<file path="config.mk">
export PLATFORM = sky130hd
export DESIGN_NAME = data_path
export DESIGN_NICKNAME = d
export VERILOG_FILES = /design/src/rtl/data_path.sv
export SDC_FILE = /design/constraint.sdc
export NUM_CORES = 1
export LEC_CHECK = 0
export BUFFER_PORTS_ARGS = -buffer_cell sky130_fd_sc_hd__buf_2
export CORE_MARGIN = 5
export CORE_UTILIZATION = 55
export CTS_CLUSTER_DIAMETER = 30
export DETAILED_ROUTE_END_ITERATION = 10
export PLACE_DENSITY = 0.82
export SYNTH_ARGS = -nofsm -noshare
export SYNTH_HDL_FRONTEND = slang
export SYNTH_SLANG_ARGS = --single-unit
</file>
<file path="constraint.sdc">
create_clock -name CLK -period 3 [get_ports CLK]
set_input_delay 0.6 -clock CLK [delete_from_list [all_inputs] [get_ports CLK]]
set_output_delay 0.6 -clock CLK [all_outputs]
set_load 0.03 [all_outputs]
</file>
<file path="src/rtl/data_path.sv">
// Accumulator data path: an add/subtract ALU feeding a registered accumulator.
// The accumulator is loaded from data memory, from the sign-extended
// instruction operand, or from the ALU result, or it holds its value.
// The operand field is also forwarded unchanged toward the data-memory address/data path.
module data_path #(
    parameter int DATA_W = 16,
    parameter int OPD_W  = 11
) (
    input  logic              CLK,
    input  logic              RESET,
    input  logic [OPD_W-1:0]  OPERAND_IN,
    input  logic [DATA_W-1:0] DM_IN,
    input  logic [1:0]        SEL_A,
    input  logic              SEL_B,
    input  logic              WR_ACC,
    input  logic              OP,
    output logic [DATA_W-1:0] ACC,
    output logic [OPD_W-1:0]  OPERAND_OUT
);

    localparam logic [1:0] SRC_DM   = 2'd0;
    localparam logic [1:0] SRC_OPD  = 2'd1;
    localparam logic [1:0] SRC_ALU  = 2'd2;
    localparam logic [1:0] SRC_HOLD = 2'd3;

    logic [DATA_W-1:0] acc_q;
    logic [DATA_W-1:0] ext_opd;
    logic [DATA_W-1:0] alu_b;
    logic [DATA_W-1:0] alu_res;
    logic [DATA_W-1:0] acc_next;

    // Sign-extend the operand field; the loop also covers DATA_W == OPD_W.
    always_comb begin
        ext_opd = '0;
        ext_opd[OPD_W-1:0] = OPERAND_IN;
        for (int i = OPD_W; i < DATA_W; i++) begin
            ext_opd[i] = OPERAND_IN[OPD_W-1];
        end
    end

    // ALU on the pre-edge accumulator; carry/borrow fall off the top bit.
    always_comb begin
        alu_b   = SEL_B ? ext_opd : DM_IN;
        alu_res = OP ? (acc_q - alu_b) : (acc_q + alu_b);
    end

    // Accumulator source select.
    always_comb begin
        acc_next = acc_q;
        case (SEL_A)
            SRC_DM:   acc_next = DM_IN;
            SRC_OPD:  acc_next = ext_opd;
            SRC_ALU:  acc_next = alu_res;
            SRC_HOLD: acc_next = acc_q;
            default:  acc_next = acc_q;
        endcase
    end

    // Accumulator register; reset clears it immediately, independent of the clock.
    always_ff @(posedge CLK or posedge RESET) begin
        if (RESET) begin
            acc_q <= '0;
        end else if (WR_ACC) begin
            acc_q <= acc_next;
        end
    end

    assign ACC         = acc_q;
    assign OPERAND_OUT = OPERAND_IN;

endmodule

</file>
### Yosys cells after proc, flatten, opt, wreduce, memory -nomap -nowiden

Cells that the tools add are included.

| operators by class | value |
|---|---|
| mux-type cells | 3 |
| eq/ne operators | 3 |
| bitwise operators | 1 |
| reduce and logical (&&, ||, !) cells | 2 |
| $add $sub $neg | 2 |

Operator list:

| kind | count |
|---|---|
| case mux 16 bit (3 select lines) | 1 |
| two-way mux 16 bit | 2 |
| adder 16 bit | 1 |
| subtractor 16 bit | 1 |
| == test 2 bit, second input constant | 2 |
| == test 2 x 1 -> 1 bit, second input constant | 1 |
| zero test 2 bit | 1 |
| AND reduction 2 bit | 1 |
| inverter 1 bit | 1 |

| word-level totals | value |
|---|---|
| bits in registers | 16 |
| word-level logic and storage cells | 12 |
| input port bits | 34 |
| output and inout bits | 27 |

### Depth between registers and ports, before layout

Gate-level depths: netlist (run 1).

| depth | value |
|---|---|
| depth after elaboration | 4 |
| mapped depth | 18 |
| gate-level depth less buffers | 15 |

### Worst setup path before layout (run 1)

No wires, ideal clock.

| timing | value |
|---|---|
| kind | input port to flip-flop |
| start point | input SEL_B |
| end point | register acc_q[15] (netlist: ACC[15]) |
| arrival | 3.626 ns |
| path slack | -0.718 ns |
| stages | 18 |
| library setup time | 0.092 ns |
| buffers on the path | 3 |
| required time | 2.908 ns |
| cells stage by stage | buf_6 > buf_2 > buf_2 > mux2i_1 > ha_1 > o21a_1 > and4b_1 > and2_1 > nor2_1 > xor2_1 > ha_1 > a21o_1 > a211oi_1 > nor2_1 > nor2_1 > o41ai_2 > xnor2_1 > o31ai_2 |

| between the ends | value |
|---|---|
| longest elaborated chain between the ends | 4 |
| elaborated cells on any way between the ends | 5 |
| classes of those cells | add/sub: 2; mux: 3 |

RTL lines:

| what | RTL line | text |
|---|---|---|
| from (decl) | 14 | `input logic SEL_B,` |
| two-way mux 16 bit (*) | 43 | `alu_b = SEL_B ? ext_opd : DM_IN;` |
| adder 16 bit or subtractor 16 bit (tied branches) | 44 | `alu_res = OP ? (acc_q - alu_b) : (acc_q + alu_b);` |
| two-way mux 16 bit (*) | 44 |  |
| case mux 16 bit (3 select lines) (*) | 50 | `case (SEL_A)` |
| to (signal assigned) | 64 | `acc_q <= acc_next;` |
| to (decl) | 26 | `logic [DATA_W-1:0] acc_q;` |

Mark *: on every way between the ends. The rest lies on a longest branch, timed or not.
A chain may end at the register's enable or synchronous reset.

### Worst setup path after layout (run 1)

Ends and elaborated chain as after synthesis.

==> results of run 1 <==
[synthesized netlist by cell type (3+ instances only)]
cell | n | area, µm²
a211oi_1 | 3 | 22.52
a21o_1 | 8 | 60.06
a21oi_1 | 27 | 135.1
a221oi_1 | 6 | 52.55
a31oi_1 | 4 | 25.02
buf_4 | 11 | 82.58
clkbuf_1 | 15 | 56.30
dfrtp_1 | 16 | 400.4
ha_1 | 19 | 237.7
inv_1 | 12 | 45.04
mux2_2 | 3 | 33.78
mux2i_1 | 14 | 140.1
nand2_1 | 24 | 90.09
nand2b_1 | 7 | 43.79
nand3_1 | 7 | 35.03
nor2_1 | 27 | 101.4
nor2b_1 | 8 | 50.05
nor3_1 | 7 | 35.03
nor3_2 | 3 | 30.03
o21a_1 | 3 | 22.52
o21ai_0 | 18 | 90.09
o21ai_1 | 3 | 15.01
o31ai_1 | 6 | 45.04
or3_1 | 3 | 18.77
xnor2_1 | 12 | 105.1
xor2_1 | 13 | 113.9
[cell families after synthesis]
kind of cell             count (synthesis)
multiplexers                            17
AO/OA/AOI/OAI                           92
buffers and inverters                   41
AND/OR/NAND/NOR                        100
flip-flops                              16
adder cells (fa/ha/maj)                 20
XOR/XNOR                                25
[metrics by stage]
stage                 util  cell area, µm²
finish              0.8464            3635
CTS                 0.7701            3307
floorplan                -            2477
global placement    0.7168            3078
detailed placement  0.7168            3078
global route        0.8464            3635
[worst max-delay path, stage by stage]
cell and delay (ps):
buf_12 110, mux2i_4 290, ha_4 170, o21a_1 210, and4b_1 260, and2_4 180
nor2_1 60, xor2_1 150, ha_1 360, a21o_1 190, a211oi_2 170, nor2_1 60
nor2_1 130, o41ai_2 100, xnor2_1 150, o31ai_2 180
[per-layer routing]
metal | GRT usage | share of wire
met5 | 0 | 0
met4 | 0.1975 | 0.069
met3 | 0.06501 | 0.12
met2 | 0.4974 | 0.47
met1 | 0.3433 | 0.34
[final cells by class]
type,instances,area [µm²],area share
Inverter,12,45.04,0.01239
Sequential cell,16,400.4,0.1102
Multi-Input combinational cell,254,2182,0.6003
Clock buffer,4,55.05,0.01515
Tap cell,52,65.06,0.01790
Timing Repair Buffer,134,887.1,0.2441
[repair_timing]
item / in CTS / in global routing
gates resized for setup: 23 / 55
hold buffers: 0 / 0
setup buffers: 9 / 9
pin swaps: 11 / 33
cloned: 0 / 0
endpoints found under the setup margin: 10 / 10
[power by group through the flow]
stage          sequential [mW]  combinational [mW]  clock [mW]
2_1_floorplan            0.384               0.667           0
3_3_place_gp             0.302                1.07           0
3_5_place_dp             0.304                1.09           0
4_1_cts                  0.300                1.19       0.215
5_1_grt                  0.313                1.55       0.220
6_report                 0.309                1.49       0.217
[worst min-delay path by stage]
stage / cells past startpoint / slack [ps] / end / startpoint
2_1_floorplan: 1 / 510 / ACC[0] / RESET
3_3_place_gp: 2 / 490 / ACC[0] / ACC[0]
3_5_place_dp: 2 / 500 / ACC[3] / ACC[3]
4_1_cts: 2 / 470 / ACC[6] / RESET
5_1_grt: 2 / 520 / ACC[8] / RESET
6_report: 2 / 460 / ACC[5] / RESET
==> summary.txt, run 1 <==
Synth
  • Post-Syn Nets: 365
  • #FFs+latches synth: 16
  • Avg Cell Area, Syn: 7.696 µm²
  • Xor/xnor share of the synthesized area: 0.09148
  • Synthesized instance count: 311
  • Ys Warns: 0
  • Post-Synth Simple-Gate Area: 0.2190
  • Synth Flop Type: dfrtp_1
  • Adder-cell share of the synthesized area: 0.1077
  • Seq/Total Area, Yosys: 0.1673
  • Synthesized area: 2394 µm²
  • Synth Area in Compound Gates: 0.2561
  • Post-synth EDFFs: 0
  • Synth cell types: 51
  • Mux share of post-synthesis cell area: 0.07266
  • Post-synth ARST share: 1.000
  • Main combinational cell family by area after synthesis: compound AO/OA/AOI/OAI gates

Timing
  • Slew @ Worst Pin: 887.2 ps
  • Final Hold Viols: 0
  • Worst setup margin: -182.0 ps
  • Relative slew slack: 0.4085
  • Maximum clock frequency: 314.3 MHz
  • TNS Setup: -999.3 ps
  • # setup viols final: 10
  • Hold WS: 455.5 ps
  • Max Slew Vio Count: 0
  • Tmin final: 3182 ps
  • RSZ-0062 raised after global routing: true
  • Final period util: 1.061
  • Final Skew: 5.779 ps

Worst setup path
  • R2R Setup Slk: 460 ps
  • Crit path to: ACC[15]
  • Reg2Reg Depth: 11
  • Reg2reg end: ACC[6]
  • Worst Setup Start Kind: input pin
  • Worst reg2reg startpoint: ACC[0]
  • Critical Path Fanout Max: 5
  • Crit path kind: in -> reg
  • Worst Path Arrival: 3370 ps
  • Worst EP required: 3190 ps
  • Setup crit start: SEL_B
  • Crit. End Element: register

Pwr
  • Reg power frac: 0.153
  • Clock power frac: 0.107
  • Tot Pwr: 2.015 mW
  • Max IR drop VDD: 421.8 µV
  • Comb pwr share: 0.739
  • Switch share: 0.4877
  • Leak: 1.706 nW
  • Power Internal: 1.032 mW
  • Net Switching: 982.7 µW
  • Power per standard cell area: 554.4 nW/µm²

Outcome
  • Run status: finished, violations left
  • Failing checks: negative setup slack

Hold path
  • Min-Delay Path Class: in -> async

Layout
  • Share of cells above drive strength 1: 0.4952
  • Finished Layout Cells: 472
  • P&R area growth vs syn: 51.86%
  • Filler Cell Count: 220
  • Largest register FFs: 16
  • Most common cell after layout, fill and taps aside: buf_4
  • Final nets: 475
  • Most frequent cells in the layout: buf_4, buf_2, nand2_1
  • Ant. Diodes: 0

Clocking
  • Bufs on Longest Clock Path: 2
  • Clock edge transition at the registers on the reported setup and hold paths: 80 ps
  • Clock Sinks: 16
  • Clock root buffer: clkbuf_8
  • Clk Latency, worst-skew pair: 270 ps
  • H-tree lvl count: 1
  • Total CTS buffers: 3
  • CTS tree: done

GRT
  • Pin count of the biggest net entering global routing: 19
  • Vias in the first global route: 3002
  • Total global-route track usage: 0.3001
  • Global route overflow: 0
  • Global-route wire length before repair: 14330 µm
  • Initial antenna violation count: 0

Drt
  • Wirelength, routed: 11100 µm
  • Vias/cell: 6.839
  • First-pass DRT Iterations: 5
  • Vias: 3228
  • Initial detailed-routing violation count: 437
  • Post-DRT Antenna Nets: 0
  • WL per Instance: 23.53 µm
  • DRC: 0

Placed design
  • Input/output buffers: 60
  • Post-Place Cells: 452
  • Gpl congestion: 0.9554
  • Worst slack, placed: -524.2 ps
  • DP Wirelength: 6079 µm

Die
  • Top Ports: 61
  • Std-Cell Rows: 24
  • Core area: 4294 µm²
  • Die height: 75.97 µm
  • Die ar.: 5771 µm²
  • Die X: 75.97 µm
  • Starting density of the core: 0.5574

Flow run
  • Maximum Capacitance Violations: 0
Note: power is estimated with default switching activity, not from simulation.
==> run 2: changes to the inputs <==
--- a/config.mk
+++ b/config.mk
@@ -10,6 +10,7 @@
 export CORE_UTILIZATION = 55
 export CTS_CLUSTER_DIAMETER = 30
 export DETAILED_ROUTE_END_ITERATION = 10
+export GPL_TIMING_DRIVEN = 0
 export PLACE_DENSITY = 0.82
 export SYNTH_ARGS = -nofsm -noshare
 export SYNTH_HDL_FRONTEND = slang
==> run 2 against run 1 <==
  * The flow still finishes with violations (negative setup slack)
  * Largest cell class unchanged
  * Sequential share of layout area rose by 1.4 points
  * Setup slack got worse by 250 ps
  * Final area fell by 11%
  * Die area did not move
  * Largest power group unchanged
==> summary.txt, run 2 (synthesis results as in run 1) <==
Die
  • Die height: 75.97 µm
  • Starting density of the core: 0.5574
  • Die ar.: 5771 µm²
  • Core area: 4294 µm²
  • Die X: 75.97 µm
  • Std-Cell Rows: 24
  • Top Ports: 61

Layout
  • Finished Layout Cells: 442
  • Most common cell after layout, fill and taps aside: buf_2
  • Share of cells above drive strength 1: 0.3744
  • Final Core Density: 0.7494
  • Final nets: 445
  • Largest register FFs: 16
  • Multi-input gate area: 1987 µm²
  • P&R area growth vs syn: 34.45%
  • Filler Cell Count: 319
  • Most frequent cells in the layout: buf_2, buf_4, nand2_1
  • Ant. Diodes: 0
  • Register Area: 400.4 µm²

Drt
  • Initial detailed-routing violation count: 317
  • Vias: 2817
  • DRC: 0
  • First-pass DRT Iterations: 6
  • Post-DRT Antenna Nets: 0
  • Wirelength, routed: 8560 µm
  • WL per Instance: 19.37 µm
  • Vias/cell: 6.373

Placed design
  • DP Wirelength: 5814 µm
  • Worst slack, placed: -1009 ps
  • Input/output buffers: 58
  • Gpl congestion: 0.9318
  • Post-Place Cells: 421

Worst setup path
  • WP buf/inv: 7
  • Critical path's slowest cell: o41ai_2
  • Worst Setup Start Kind: input pin
  • Worst Path Arrival: 3620 ps
  • Setup crit start: SEL_B
  • Top Family by Delay on Critical Path: compound AO/OA/AOI/OAI gates
  • Crit. End Element: register
  • Crit path to: ACC[15]
  • Crit path kind: in -> reg
  • R2R Setup Slk: 550 ps
  • Critical Path, Cell by Cell: buf_8 -> buf_12 -> buf_12 -> buf_12 -> mux2i_4 -> ha_4 -> o21a_1 -> and4b_1 -> buf_4 -> buf_6 -> nor2_4 -> xor2_2 -> ha_1 -> buf_8 -> nand2_1 -> o41ai_2 -> xnor2_1 -> o31ai_2
  • Reg2reg end: ACC[8]
  • Worst EP required: 3190 ps
  • Critical Path Fanout Max: 7
  • Worst reg2reg startpoint: ACC[0]
  • Stages on worst setup path: 18
  • Reg2Reg Depth: 11
  • Most frequent CP cell: buf_12
  • Max incr delay on CP: 460 ps

GRT
  • Total global-route track usage: 0.2811
  • Global route overflow: 0
  • Global-route wire length before repair: 13580 µm
  • Pin count of the biggest net entering global routing: 17
  • Initial antenna violation count: 0
  • Vias in the first global route: 2797

Hold path
  • Min-Delay Path Class: in -> async

Outcome
  • Run status: finished, violations left
  • Failing checks: negative setup slack

Timing
  • # setup viols final: 11
  • Relative slew slack: 0.5029
  • Maximum clock frequency: 291.6 MHz
  • Slew @ Worst Pin: 744.9 ps
  • Max Slew Vio Count: 0
  • Hold WS: 444.4 ps
  • Final period util: 1.143
  • RSZ-0062 raised after global routing: true
  • Final Hold Viols: 0
  • Final Skew: 9.516 ps
  • Worst setup margin: -429.5 ps
  • Tmin final: 3430 ps

Pwr
  • Power per standard cell area: 534.7 nW/µm²
  • Max IR drop VDD: 392.0 µV
  • Tot Pwr: 1.721 mW
  • Leak: 1.501 nW

Clocking
  • Hold buffer count at cts: 0
  • Total CTS buffers: 3
  • Clock Sinks: 16
  • H-tree lvl count: 1
  • Clock edge transition at the registers on the reported setup and hold paths: 90 ps
  • Bufs on Longest Clock Path: 2
  • Clock root buffer: clkbuf_8
  • CTS tree: done
  • Clk Latency, worst-skew pair: 270 ps

Flow run
  • Maximum Capacitance Violations: 0
run 2: cell types whose count changed in the layout (fill, tap and decap cells not counted), moves of 3 or more:
cell,previous run,this run
clkbuf_1,0,9
a21oi_1,15,19
o21ai_1,6,9
buf_4,72,28
a21oi_2,12,8
nor2_1,19,23
run 2: metrics by stage:
step | setup TNS, ps | cell area, µm²
2_1_floorplan | -1993 | 2477
3_3_place_gp | -8173 | 2833
3_5_place_dp | -9171 | 2833
4_1_cts | -2041 | 3118
5_1_grt | -4257 | 3218
6_report | -3126 | 3218
run 2: metal layers:
layer | vias to the layer above | routed length [µm] | GRT usage
li1 | 1260 | - | -
met1 | 1339 | 3432 | 0.3499
met2 | 175 | 4075 | 0.4735
met3 | 43 | 608 | 0.04610
met4 | 0 | 443 | 0.1228
met5 | - | 0 | 0
run 2: how the worst min path moves through the flow:
stage / to / slack (ps)
floorplan: ACC[0] / 510
global placement: ACC[0] / 500
detailed placement: ACC[0] / 500
CTS: ACC[6] / 480
global route: ACC[4] / 520
finish: ACC[4] / 440
run 2: what timing repair did:
item | CTS | global route
setup endpoints to repair | 13 | 12
pin swaps | 19 | 14
endpoints found under the hold margin | 0 | 0
buffers inserted | 16 | 3
resized for setup | 29 | 24
run 2: cell type report:
cell class	count	share of cell area
plain buffers	27	0.06610
clock buffers	4	0.01711
inverters	12	0.01477
multi-input cells	254	0.6174
flip-flops and latches	16	0.1244
well taps	52	0.02022
repair buffers	77	0.1400
run 2: where the power goes:
| group | switching [mW] | internal (mW) | leakage (nW) |
|---|---|---|---|
| clock network | 0.104 | 0.117 | 0.0288 |
| registers | 0.0425 | 0.259 | 0.196 |
| logic | 0.686 | 0.511 | 1.28 |
| total | 0.833 | 0.887 | 1.50 |
==> run 3: changes to the inputs <==
==> config.mk (replaced) <==
export PLATFORM = sky130hd
export DESIGN_NAME = data_path
export DESIGN_NICKNAME = d
export VERILOG_FILES = /design/src/rtl/data_path.sv
export SDC_FILE = /design/constraint.sdc
export NUM_CORES = 1
export LEC_CHECK = 0
export CORE_MARGIN = 5
export CORE_UTILIZATION = 65
export CTS_CLUSTER_DIAMETER = 30
export DETAILED_ROUTE_END_ITERATION = 10
export DONT_BUFFER_PORTS = 1
export GPL_TIMING_DRIVEN = 0
export PLACE_DENSITY = 0.81
export SYNTH_ARGS = -nofsm -noshare
export SYNTH_HDL_FRONTEND = slang
export SYNTH_SLANG_ARGS = --single-unit
==> run 3 against run 2 <==
  * The run still ends with negative setup slack left
  * Wire length up 21%
  * Final area is 1.8% lower
  * First-iteration DRC count is 39% higher
  * Combinational power hardly changed
  * Clock power down 15%
  * Clock skew fell by 5.0 ps
  * Die area shrank 13%
  * Sequential power up 31%
==> summary.txt, run 3 (synthesis results as in run 1) <==
Die
  • Die X: 70.68 µm
  • Std-Cell Rows: 22
  • Die height: 70.68 µm
  • Starting density of the core: 0.6638
  • Die ar.: 4996 µm²
  • Core area: 3606 µm²
  • Top Ports: 61

Timing
  • Relative slew slack: 0.4906
  • Slew @ Worst Pin: 763.3 ps
  • Worst setup margin: -607.0 ps
  • Final Skew: 4.548 ps
  • # setup viols final: 13
  • RSZ-0062 raised after global routing: true
  • Final Hold Viols: 0
  • Hold WS: 347.1 ps
  • Tmin final: 3607 ps
  • Maximum clock frequency: 277.2 MHz
  • Final period util: 1.202
  • TNS Setup: -4293 ps
  • Max Slew Vio Count: 0

Layout
  • Most frequent cells in the layout: buf_4, nand2_1, nor2_1
  • Final Core Density: 0.8765
  • Fin area: 3161 µm²
  • Final nets: 407
  • Ant. Diodes: 0
  • Most common cell after layout, fill and taps aside: buf_4
  • Largest register FFs: 16
  • P&R area growth vs syn: 32.04%
  • Finished Layout Cells: 399
  • Share of cells above drive strength 1: 0.3476

Hold path
  • Min-Delay Path Class: in -> async

Clocking
  • Clock Sinks: 16
  • Total CTS buffers: 3
  • Clock edge transition at the registers on the reported setup and hold paths: 80 ps
  • Clk Latency, worst-skew pair: 270 ps
  • H-tree lvl count: 1
  • Clock root buffer: clkbuf_8
  • CTS tree: done
  • Bufs on Longest Clock Path: 2

Placed design
  • Input/output buffers: 0
  • Worst slack, placed: -846.7 ps
  • DP Area: 2537 µm²
  • Post-Place Cells: 359
  • DP Wirelength: 5451 µm
  • Gpl congestion: 0.9207

GRT
  • Global route overflow: 0
  • Total global-route track usage: 0.3236
  • Pin count of the biggest net entering global routing: 17
  • Global-route wire length before repair: 12900 µm
  • Vias in the first global route: 2630
  • Initial antenna violation count: 0

Drt
  • Vias: 2967
  • Initial detailed-routing violation count: 440
  • Vias/cell: 7.436
  • First-pass DRT Iterations: 7
  • Post-DRT Antenna Nets: 0
  • Wirelength, routed: 10400 µm
  • DRC: 0
  • WL per Instance: 26.05 µm

Outcome
  • Failing checks: negative setup slack
  • Run status: finished, violations left

Worst setup path
  • Crit. End Element: register
  • Worst EP required: 3180 ps
  • Worst Path Arrival: 3790 ps
  • Crit path kind: in -> reg
  • Worst Setup Start Kind: input pin
  • Critical Path Fanout Max: 5

Pwr
  • Max IR drop VDD: 409.0 µV
  • Power per standard cell area: 562.6 nW/µm²
  • Leak: 1.393 nW
  • Tot Pwr: 1.778 mW

Flow run
  • Maximum Capacitance Violations: 0
## run 3: path summary, 6_finish.rpt
path                            slack [ps]      end  cells past startpoint     startpoint
worst min register to register         710   ACC[9]                      2         ACC[9]
worst max register to register         170  ACC[10]                     11         ACC[0]
max in group asynchronous             2170   ACC[9]                      1          RESET
worst max-delay path                  -610  ACC[10]                     18          SEL_B
min in group CLK                       520   ACC[9]                      2  OPERAND_IN[9]
worst min-delay path                   350   ACC[1]                      1          RESET
## run 3: critical path, stage by stage
cell and delay (ps):
buf_12 110, buf_12 130, buf_12 120, mux2i_4 180
ha_4 180, buf_4 130, buf_6 110, nor2_4 100
xor2_1 190, ha_2 310, nor2b_4 150, o31ai_4 410
a21oi_2 140, a221oi_2 330, buf_4 180, xnor2_2 90
nand2_1 70, a31oi_1 230
## run 3: area by class of cell
cell class,instances,area (µm²)
Sequential cell,16,400.4
Multi-Input combinational cell,254,2106
Fill cell,163,445.4
Clock buffer,3,41.29
Timing Repair Buffer,39,300.3
Tap cell,48,60.06
Buffer,27,207.7
Inverter,12,45.04
## run 3: repair_timing
action,4_1_cts,5_1_grt
hold endpoints to repair,0,0
setup buffers,22,17
setup endpoints to repair,11,12
gates resized for setup,29,38
pin swaps,31,31
hold buffers,0,0
## run 3: power breakdown
group | leakage (nW) | switching, mW | internal, mW | total [mW]
Combinational | 1.18 | 0.649 | 0.545 | 1.19
Sequential | 0.196 | 0.139 | 0.257 | 0.397
Clock | 0.0216 | 0.0976 | 0.0900 | 0.188
Total | 1.39 | 0.886 | 0.892 | 1.78
## run 3: routing by layer
| metal | track usage | share of wire | up-vias |
|---|---|---|---|
| li1 | - | - | 1184 |
| met4 | 0.1942 | 0.069 | 0 |
| met5 | 0 | 0 | - |
| met1 | 0.3741 | 0.33 | 1358 |
| met2 | 0.5427 | 0.47 | 332 |
| met3 | 0.07244 | 0.14 | 93 |
